--- src/rtl/axis_pattern_src_pkg.sv ---
// Shared types and helpers for the AXI4-Stream pattern source.
package axis_pattern_src_pkg;

    localparam int unsigned TAPS_W = 32;

    // Burst sequencer states
    typedef enum logic [1:0] {
        IDLE = 2'd0,
        SEND = 2'd1,
        DONE = 2'd2
    } state_e;

    // Data pattern selected at launch
    typedef enum logic {
        PAT_INC  = 1'b0,
        PAT_LFSR = 1'b1
    } pat_e;

    // Galois feedback taps for each supported TDATA width
    function automatic logic [TAPS_W-1:0] lfsr_taps(input int unsigned width);
        case (width)
            8:       return 32'h0000_00B8;
            16:      return 32'h0000_B400;
            default: return 32'h8020_0003;
        endcase
    endfunction

endpackage

--- src/rtl/axis_pattern_src_gen.sv ---
// Next-data generator: incrementing count or right-shift Galois LFSR.
module axis_pattern_src_gen
    import axis_pattern_src_pkg::*;
#(
    parameter int unsigned DATA_WIDTH = 8
) (
    input  pat_e                  mode,
    input  logic [DATA_WIDTH-1:0] cur,
    output logic [DATA_WIDTH-1:0] nxt_c
);

    localparam logic [DATA_WIDTH-1:0] TAPS = DATA_WIDTH'(lfsr_taps(DATA_WIDTH));

    // Select the successor of cur for the active pattern
    always_comb begin
        nxt_c = cur + DATA_WIDTH'(1);
        if (mode == PAT_LFSR) begin
            if (cur[0]) begin
                nxt_c = (cur >> 1) ^ TAPS;
            end else begin
                nxt_c = cur >> 1;
            end
        end
    end

endmodule

--- src/rtl/axis_pattern_src.sv ---
// AXI4-Stream master emitting a finite count/LFSR burst per start pulse.
// Optional TLAST framing is built when AXIS_SRC_TLAST_EN is defined.
module axis_pattern_src
    import axis_pattern_src_pkg::*;
#(
    parameter int unsigned DATA_WIDTH = 8,
    parameter int unsigned LEN_WIDTH  = 16
) (
    input  logic                  aclk,
    input  logic                  areset,
    input  logic                  start,
    input  logic                  mode,
    input  logic [DATA_WIDTH-1:0] seed,
    input  logic [LEN_WIDTH-1:0]  len,
    output logic                  busy,
    output logic                  done,
    output logic [LEN_WIDTH-1:0]  beat_cnt,
    output logic                  m_axis_tvalid,
    input  logic                  m_axis_tready,
    output logic [DATA_WIDTH-1:0] m_axis_tdata
`ifdef AXIS_SRC_TLAST_EN
    ,
    output logic                  m_axis_tlast
`endif
);

    state_e                state_q;
    state_e                state_d;
    pat_e                  mode_q;
    pat_e                  mode_d;
    logic [LEN_WIDTH-1:0]  len_q;
    logic [LEN_WIDTH-1:0]  len_d;

    logic                  tvalid_d;
    logic [DATA_WIDTH-1:0] tdata_d;
    logic                  busy_d;
    logic                  done_d;
    logic [LEN_WIDTH-1:0]  beat_cnt_d;
`ifdef AXIS_SRC_TLAST_EN
    logic                  tlast_d;
`endif

    pat_e                  mode_in_c;
    logic [DATA_WIDTH-1:0] seed_eff_c;
    logic [DATA_WIDTH-1:0] gen_nxt_c;
    logic                  handshake_c;
    logic                  last_beat_c;

    // Launch-time decode and per-beat status
    always_comb begin
        mode_in_c   = pat_e'(mode);
        seed_eff_c  = seed;
        if ((mode_in_c == PAT_LFSR) && (seed == '0)) begin
            // An all-zero LFSR never leaves zero
            seed_eff_c = DATA_WIDTH'(1);
        end
        handshake_c = m_axis_tvalid & m_axis_tready;
        last_beat_c = ((beat_cnt + LEN_WIDTH'(1)) == len_q);
    end

    axis_pattern_src_gen #(
        .DATA_WIDTH (DATA_WIDTH)
    ) u_gen (
        .mode  (mode_q),
        .cur   (m_axis_tdata),
        .nxt_c (gen_nxt_c)
    );

    // State register
    always_ff @(posedge aclk) begin
        if (areset) begin
            state_q <= IDLE;
        end else begin
            state_q <= state_d;
        end
    end

    // Next-state decode
    always_comb begin
        state_d = state_q;
        case (state_q)
            IDLE: begin
                if (start) begin
                    state_d = (len == '0) ? DONE : SEND;
                end
            end
            SEND: begin
                if (handshake_c && last_beat_c) begin
                    state_d = DONE;
                end
            end
            DONE: begin
                state_d = IDLE;
            end
            default: begin
                state_d = IDLE;
            end
        endcase
    end

    // Next values for every registered output and burst context
    always_comb begin
        tvalid_d   = m_axis_tvalid;
        tdata_d    = m_axis_tdata;
        beat_cnt_d = beat_cnt;
        mode_d     = mode_q;
        len_d      = len_q;
        busy_d     = (state_d != IDLE);
        done_d     = (state_d == DONE);
`ifdef AXIS_SRC_TLAST_EN
        tlast_d    = m_axis_tlast;
`endif
        case (state_q)
            IDLE: begin
                if (start) begin
                    mode_d     = mode_in_c;
                    len_d      = len;
                    beat_cnt_d = '0;
                    if (len != '0) begin
                        tvalid_d = 1'b1;
                        tdata_d  = seed_eff_c;
`ifdef AXIS_SRC_TLAST_EN
                        tlast_d  = (len == LEN_WIDTH'(1));
`endif
                    end
                end
            end
            SEND: begin
                if (handshake_c) begin
                    beat_cnt_d = beat_cnt + LEN_WIDTH'(1);
                    if (last_beat_c) begin
                        tvalid_d = 1'b0;
`ifdef AXIS_SRC_TLAST_EN
                        tlast_d  = 1'b0;
`endif
                    end else begin
                        tdata_d  = gen_nxt_c;
`ifdef AXIS_SRC_TLAST_EN
                        tlast_d  = ((beat_cnt + LEN_WIDTH'(2)) == len_q);
`endif
                    end
                end
            end
            default: begin
                tvalid_d = 1'b0;
            end
        endcase
    end

    // Output and context registers
    always_ff @(posedge aclk) begin
        if (areset) begin
            m_axis_tvalid <= 1'b0;
            m_axis_tdata  <= '0;
            busy          <= 1'b0;
            done          <= 1'b0;
            beat_cnt      <= '0;
            mode_q        <= PAT_INC;
            len_q         <= '0;
`ifdef AXIS_SRC_TLAST_EN
            m_axis_tlast  <= 1'b0;
`endif
        end else begin
            m_axis_tvalid <= tvalid_d;
            m_axis_tdata  <= tdata_d;
            busy          <= busy_d;
            done          <= done_d;
            beat_cnt      <= beat_cnt_d;
            mode_q        <= mode_d;
            len_q         <= len_d;
`ifdef AXIS_SRC_TLAST_EN
            m_axis_tlast  <= tlast_d;
`endif
        end
    end

endmodule

--- config.mk ---
export PLATFORM = sky130hd
export DESIGN_NAME = axis_pattern_src
export DESIGN_NICKNAME = d
export VERILOG_FILES = /design/src/rtl/axis_pattern_src_pkg.sv /design/src/rtl/axis_pattern_src_gen.sv /design/src/rtl/axis_pattern_src.sv
export SDC_FILE = /design/constraint.sdc
export NUM_CORES = 1
export LEC_CHECK = 0
export ABC_CLOCK_PERIOD_IN_PS = 6500
export BUFFER_PORTS_ARGS = -buffer_cell sky130_fd_sc_hd__buf_2
export CELL_PAD_IN_SITES_DETAIL_PLACEMENT = 1
export CELL_PAD_IN_SITES_GLOBAL_PLACEMENT = 1
export CORE_MARGIN = 3
export CORE_UTILIZATION = 43
export DETAILED_ROUTE_END_ITERATION = 10
export GPL_ROUTABILITY_DRIVEN = 0
export PLACE_DENSITY_LB_ADDON = 0.1
export RECOVER_POWER = 50
export SYNTH_ARGS = -nofsm -noshare
export SYNTH_HDL_FRONTEND = slang
export SYNTH_SLANG_ARGS = --single-unit
--- constraint.sdc ---
create_clock -name aclk -period 6.5 [get_ports aclk]
set_input_delay 1.3 -clock aclk [delete_from_list [all_inputs] [get_ports aclk]]
set_output_delay 1.3 -clock aclk [all_outputs]
set_load 0.1 [all_outputs]
==> metrics.md, run 1 <==
| Metric | Value |
|---|---|
| Status | `finished with violations` |
| Failing checks | `max-capacitance violations, max-slew violations` |
| Finished layout cell area | `between 3000 and 4000 µm²` |
| Num CTS Buffers | `5` |
| CP max stage delay | `1.53 ns` |
| Total GRT Usage | `0.229` |
| Setup crit start kind | `input pin` |
| Cell Area, Synth | `2800 µm²` |
| Syn_nets | `just under 400` |
| Initial core utilization | `0.460` |
| Routed WL | `about 8.2 mm` |
| Net switching power figure | `roughly 200 µW` |
| Clock-pin slew on the worst setup and hold paths | `about 0.09 ns` |
| # H-tree levels | `2` |
| EDFF count, synth | `0` |
| Sequential fraction of the synthesis area | `0.329` |
| Setup bufs post-CTS | `0` |
| Worst Tran Pin Value | `2.17 ns` |
| Detail Placement HPWL | `6.07 mm` |
| DRT iter0 DRCs | `slightly above 90` |
| Post-route setup TNS | `0 ns` |
| Drt first pass iters | `4` |
| RSZ-0062 raised after global routing | `false` |
| Setup CP Type | `in2reg` |
| Clk_lat worst skew | `0.29 ns` |
| Placed Area | `a little over 3000 µm²` |
| Synthesized flop and latch total | `46` |
| Worst min path class | `reg2reg` |
| Layout cells sized above 1 | `0.154` |
| Pins over their slew limit | `~50` |
| Synthesis Warnings | `0` |
| Crit Path Max Fanout | `50` |
| Synth unique cells | `56` |
| Power share of the combinational group | `0.196` |
| PwrDens | `around 210 nW/µm²` |
| First-pass GRT wire length | `roughly 14 mm` |
| Cell Rows | `28` |
| Post-CTS resize count | `0` |
| Rel. slew slack | `-0.450` |
| Main synth FF type | `dfxtp_1` |
| Vias/cell | `a little under 6` |
| Peak VDD IR | `0.131 mV` |
| Max Root-Sink Buffers | `2` |
| Clk pwr share | `0.334` |
| Area contributors post-synth | `dfxtp_1 (33%), a21oi_1 (8.2%), nand2_1 (7.8%)` |
| Grt ovf | `0` |
| Top-count cell post-synth | `nand2_1` |
| Routed WL per cell | `about 17 µm` |
| Final Skew | `around 0.006 ns` |
| Async SR Flop Fraction | `0` |
| Largest net degree at the start of global routing | `51` |
| Initial antenna violation count | `0` |
| Tmin final | `approximately 3.2 ns` |
| Worst EP arrival | `~3.4 ns` |
| Die outline height | `between 80 and 90 µm` |
| Fin crit share | `0.496` |
| Max-Cap Viols | `1` |
| Fillers | `about 800` |
| Critical Path Sink Type | `register` |
| CTS Root Cell | `clkbuf_8` |
| Nets@finish | `approximately 440` |
| Reg power frac | `0.471` |
| WP data required | `around 6.7 ns` |
| Clock sinks | `between 40 and 50` |
| Max frequency | `between 300 and 400 MHz` |
| Area delta synth->final | `13.2%` |
| Post-synth top area share | `0.329` |
| CTS tree | `done` |
| Antenna fix cells | `0` |
| Top-Level Pins | `between 50 and 60` |
| Worst path cell trace | `clkbuf_1 > nor2_1 > and2_1` |
| Hold WS | `around 0.47 ns` |
| Vias | `about 2800` |
| Leak pwr | `between 1 and 1.5 nW` |
| Area taken by multi-input logic gates | `between 1500 and 2000 µm²` |
| CTS Hold Bufs | `0` |
| Core box area | `between 6000 and 7000 µm²` |
| Yosys top cell by area | `dfxtp_1` |
| Post-synth top cells | `nand2_1 (58), a21oi_1 (46), dfxtp_1 (46)` |
| Drc violations | `0` |
| Vias in the first global route | `approximately 2900` |
| Avg Inst Size Synth | `7.63 µm²` |
| Antenna-violating nets left | `0` |
| Synth Instances | `~370` |
| Port Buffers | `55` |
| CP max stage cell | `clkbuf_1` |
| FF+latch area | `921 µm²` |
| Pint | `around 460 µW` |
| Chip width | `between 80 and 90 µm` |
| Final setup fails | `0` |
| Final hold violations | `0` |
| Die area | `between 7000 and 8000 µm²` |
| Net Sw Frac | `0.307` |
-- sequential cells by signal (all words and copies together) (netlist names) --
register	cells
m_axis_tvalid	1
mode_q	1
m_axis_tdata	8
len_q	16
state_q	2
done	1
beat_cnt	16
busy	1
-- layer usage --
metal	track usage	routed length [µm]	vias to the layer above
met2	0.370	3950	66
met3	0.0371	360	10
met4	0.0765	102	0
met5	0	0	-
met1	0.310	3790	1372
li1	-	-	1387
-- critical path: cells and delay by family --
kind                   cells  cell delay (ns)
buffers and inverters      1             1.53
AND/OR/NAND/NOR            2             0.58
-- logic make-up after synthesis --
kind of cell	count (synthesis)	share of synthesized area
simple gates	169	0.311
compound gates	92	0.205
flops	46	0.329
buf+inv	27	0.0424
xor+xnor	22	0.0688
mux	9	0.0348
fa+ha+maj	2	0.00893
-- final cells by class --
cell class,count,share of cell area
Timing Repair Buffer,57,0.0844
Sequential cell,46,0.290
Multi-Input combinational cell,294,0.555
Clock inverter,1,0.00947
Clock buffer,6,0.0260
Inverter,4,0.00473
Tap cell,75,0.0296
-- power groups by stage --
stage	Sequential [mW]	Combinational [mW]	Clock, mW
finish	0.310	0.129	0.220
CTS	0.310	0.131	0.224
global placement	0.317	0.127	0
global route	0.313	0.141	0.234
floorplan	0.348	0.0640	0
detailed placement	0.317	0.130	0
-- stage by stage --
stage | util | worst slack [ns] | power, mW | std cells
floorplan | - | 3.13 | 0.412 | 367
global placement | 0.506 | 3.46 | 0.443 | 476
detailed placement | 0.506 | 3.42 | 0.447 | 476
CTS | 0.524 | 3.41 | 0.665 | 483
global route | 0.520 | 3.03 | 0.687 | 483
finish | 0.520 | 3.28 | 0.659 | 483
-- final timing paths --
path                            startpoint                           end  slack (ns)  cells past startpoint
setup / recovery                    areset               done$_SDFF_PP0_        3.28                      3
hold / removal      len_q[11]$_SDFFE_PP0P_        len_q[11]$_SDFFE_PP0P_        0.47                      2
setup reg to reg  beat_cnt[0]$_SDFFE_PP0P_  m_axis_tdata[3]$_SDFFE_PP0P_        3.43                      8
hold reg to reg     len_q[11]$_SDFFE_PP0P_        len_q[11]$_SDFFE_PP0P_        0.47                      2
-- placed cells by master (no fill, tap or decap), drive strengths merged, types with 7 or more instances in the layout --
master and n:
o21ai 17, xor2 9, a211oi 7, nor2b 7, xnor2 13, nand3 14
nor2 29, nor4 9, clkbuf 24, a21oi 47, buf 39, dfxtp 46
nand4 9, nand2 58, nor3 10
No activity file was read; power rests on OpenSTA's default activity.
==> run 2: changes to the inputs <==
--- a/config.mk
+++ b/config.mk
@@ -5,12 +5,12 @@
 export SDC_FILE = /design/constraint.sdc
 export NUM_CORES = 1
 export LEC_CHECK = 0
-export ABC_CLOCK_PERIOD_IN_PS = 6500
+export ABC_CLOCK_PERIOD_IN_PS = 3100
 export BUFFER_PORTS_ARGS = -buffer_cell sky130_fd_sc_hd__buf_2
 export CELL_PAD_IN_SITES_DETAIL_PLACEMENT = 1
 export CELL_PAD_IN_SITES_GLOBAL_PLACEMENT = 1
 export CORE_MARGIN = 3
-export CORE_UTILIZATION = 43
+export CORE_UTILIZATION = 40
 export DETAILED_ROUTE_END_ITERATION = 10
 export GPL_ROUTABILITY_DRIVEN = 0
 export PLACE_DENSITY_LB_ADDON = 0.1
==> constraint.sdc (replaced) <==
create_clock -name aclk -period 3.1 [get_ports aclk]
set_input_delay 0.62 -clock aclk [delete_from_list [all_inputs] [get_ports aclk]]
set_output_delay 0.62 -clock aclk [all_outputs]
set_load 0.1 [all_outputs]
==> run 2 against run 1 <==
The flow now finishes without violations. Routed wire length up 5.3%. Clock-buffer cell count decreased by 1. Die area grew 7.0%. Register-to-register slack got worse by 3.2 ns. Critical path depth is 5 higher. Total power is 120% higher. Clock power increased by 150%. Critical path type is now reg2reg. Largest cell class unchanged. Largest power group unchanged. Highest routed layer unchanged.
==> metrics.md, run 2 (synthesized netlist as in run 1, its figures left out) <==
| Metric | Value |
|---|---|
| DRT iter0 DRCs | `approximately 110` |
| Reg2reg start | `beat_cnt[0]$_SDFFE_PP0P_` |
| Status | `finished clean` |
| Final Skew | `around 0.01 ns` |
| Leak pwr | `1.20 nW` |
| Chip width | `about 90 µm` |
| PwrDens | `454 nW/µm²` |
| Crit Path Max Fanout | `10` |
| Top-Level Pins | `56` |
| Nets@finish | `between 400 and 500` |
| Setup CP Type | `reg2reg` |
| Critical Path Sink Type | `register` |
| Fillers | `865` |
| FF-to-FF path depth | `8` |
| Antenna fix cells | `0` |
| Largest net degree at the start of global routing | `31` |
| Net Sw Frac | `0.307` |
| Most frequent cells in the layout | `nand2_1 (58), a21oi_1 (46), dfxtp_1 (43), buf_2 (36), nor2_1 (29)` |
| Core Util, Final | `0.495` |
| Total GRT Usage | `0.232` |
| Drc violations | `0` |
| Grt ovf | `0` |
| Die area | `8040 µm²` |
| Worst min path class | `reg2reg` |
| Worst setup margin | `0.251 ns` |
| Area delta synth->final | `16.1%` |
| Vias/cell | `approximately 5.6` |
| Core box area | `about 6600 µm²` |
| Initial antenna violation count | `0` |
| Routed WL | `8.64 mm` |
| Final hold violations | `0` |
| # H-tree levels | `2` |
| RR Endpoint | `m_axis_tdata[7]$_SDFFE_PP0P_` |
| Drt first pass iters | `4` |
| Max Root-Sink Buffers | `2` |
| Clock sinks | `46` |
| Post-route setup TNS | `0 ns` |
| Crit path from | `beat_cnt[0]$_SDFFE_PP0P_` |
| Vias | `around 2900` |
| Clk pwr share | `0.372` |
| Pint | `1.02 mW` |
| Commonest non-fill, non-tap cell in the layout | `nand2_1` |
| Initial core utilization | `0.427` |
| Rel. slew slack | `0.0687` |
| Port Buffers | `55` |
| Worst Tran Pin Value | `approximately 1.4 ns` |
| Final setup fails | `0` |
| Layout cells sized above 1 | `0.167` |
| First-pass GRT wire length | `about 15 mm` |
| Clk_lat worst skew | `0.31 ns` |
| Routed WL per cell | `approximately 17 µm` |
| Net switching power figure | `roughly 450 µW` |
| Pwr Total | `1.48 mW` |
| Clock-pin slew on the worst setup and hold paths | `about 0.09 ns` |
| Tmin final | `~2.8 ns` |
| Peak VDD IR | `~0.25 mV` |
| Setup bufs post-CTS | `0` |
| Crit path capture | `m_axis_tdata[7]$_SDFFE_PP0P_` |
| Worst EP arrival | `3.05 ns` |
| Pins over their slew limit | `0` |
| Regs by FF count | `beat_cnt: 16 flops, len_q: 16 flops, m_axis_tdata: 8 flops` |
| Detail Placement HPWL | `6.51 mm` |
| Max-Cap Viols | `0` |
| WP data required | `3.30 ns` |
| Fin crit share | `0.919` |
| Num CTS Buffers | `5` |
| Place WS | `roughly 0.24 ns` |
| Antenna-violating nets left | `0` |
| Cell Rows | `29` |
| Vias in the first global route | `2846` |
| Die outline height | `~90 µm` |
| Post-CTS resize count | `0` |
| Max frequency | `351 MHz` |
| CTS Root Cell | `clkbuf_8` |
| Inst Count DP | `499` |
| Reg power frac | `0.442` |
| Final non-filler cell total | `507` |
| Reg2Reg Setup Slack | `about 0.25 ns` |
| Power share of the combinational group | `0.187` |
| CTS Hold Bufs | `0` |
| RSZ-0062 raised after global routing | `false` |
| Setup crit start kind | `register` |
| CTS tree | `done` |
run 2: cell types whose count changed in the layout (fill, tap and decap cells not counted):
| cell | previous run | this run |
|---|---|---|
| bufinv_16 | 1 | 2 |
| clkbuf_8 | 6 | 5 |
| buf_4 | 2 | 5 |
| dfxtp_1 | 46 | 43 |
| clkbuf_1 | 18 | 21 |
| dfxtp_2 | 0 | 3 |
| clkinv_4 | 0 | 1 |
| buf_2 | 37 | 36 |
run 2: metrics by stage:
step / cell area [µm²] / hold WS (ns)
floorplan: 2810 / 0.448
global placement: 3150 / 0.461
detailed placement: 3150 / 0.466
CTS: 3280 / 0.480
global route: 3250 / 0.506
finish: 3250 / 0.476
run 2: layer usage:
metal | track usage | vias to the layer above | wire (µm)
met3 | 0.0383 | 11 | 311
met1 | 0.324 | 1391 | 4210
li1 | - | 1404 | -
met5 | 0 | - | 0
met2 | 0.375 | 55 | 4000
met4 | 0.0514 | 0 | 119
run 2: worst min-delay path by stage:
stage / startpoint / slack, ns / end / cells after the start
after floorplan: len_q[11]$_SDFFE_PP0P_ / 0.45 / len_q[11]$_SDFFE_PP0P_ / 2
after global placement: len_q[10]$_SDFFE_PP0P_ / 0.46 / len_q[10]$_SDFFE_PP0P_ / 2
after detailed placement: len_q[3]$_SDFFE_PP0P_ / 0.47 / len_q[3]$_SDFFE_PP0P_ / 2
after CTS: len_q[3]$_SDFFE_PP0P_ / 0.48 / len_q[3]$_SDFFE_PP0P_ / 2
after global routing: len_q[11]$_SDFFE_PP0P_ / 0.51 / len_q[11]$_SDFFE_PP0P_ / 2
final: len_q[11]$_SDFFE_PP0P_ / 0.48 / len_q[11]$_SDFFE_PP0P_ / 2
run 2: critical path, cell delays in order (launching register included):
cell and delay (ns):
dfxtp_2 0.43, ha_1 0.34, and3_2 0.27, nand3_1 0.14, or4_1 0.45, a211oi_2 0.21
nand4_2 0.20, a21oi_4 0.33, mux2_2 0.37
run 2: layout make-up:
type	instances	area, µm²	area share
repair buffers	62	297	0.0912
multi-input cells	294	1760	0.542
clock buffers	5	68.8	0.0212
inverters	4	15.0	0.00462
well taps	93	116	0.0358
clock inverters	3	68.8	0.0212
flip-flops and latches	46	925	0.284
run 2: power by group through the flow:
stage	logic [mW]	registers [mW]	clock network, mW
2_1_floorplan	0.134	0.729	0
3_3_place_gp	0.274	0.665	0
3_5_place_dp	0.280	0.665	0
4_1_cts	0.282	0.652	0.562
5_1_grt	0.300	0.658	0.590
6_report	0.275	0.652	0.549
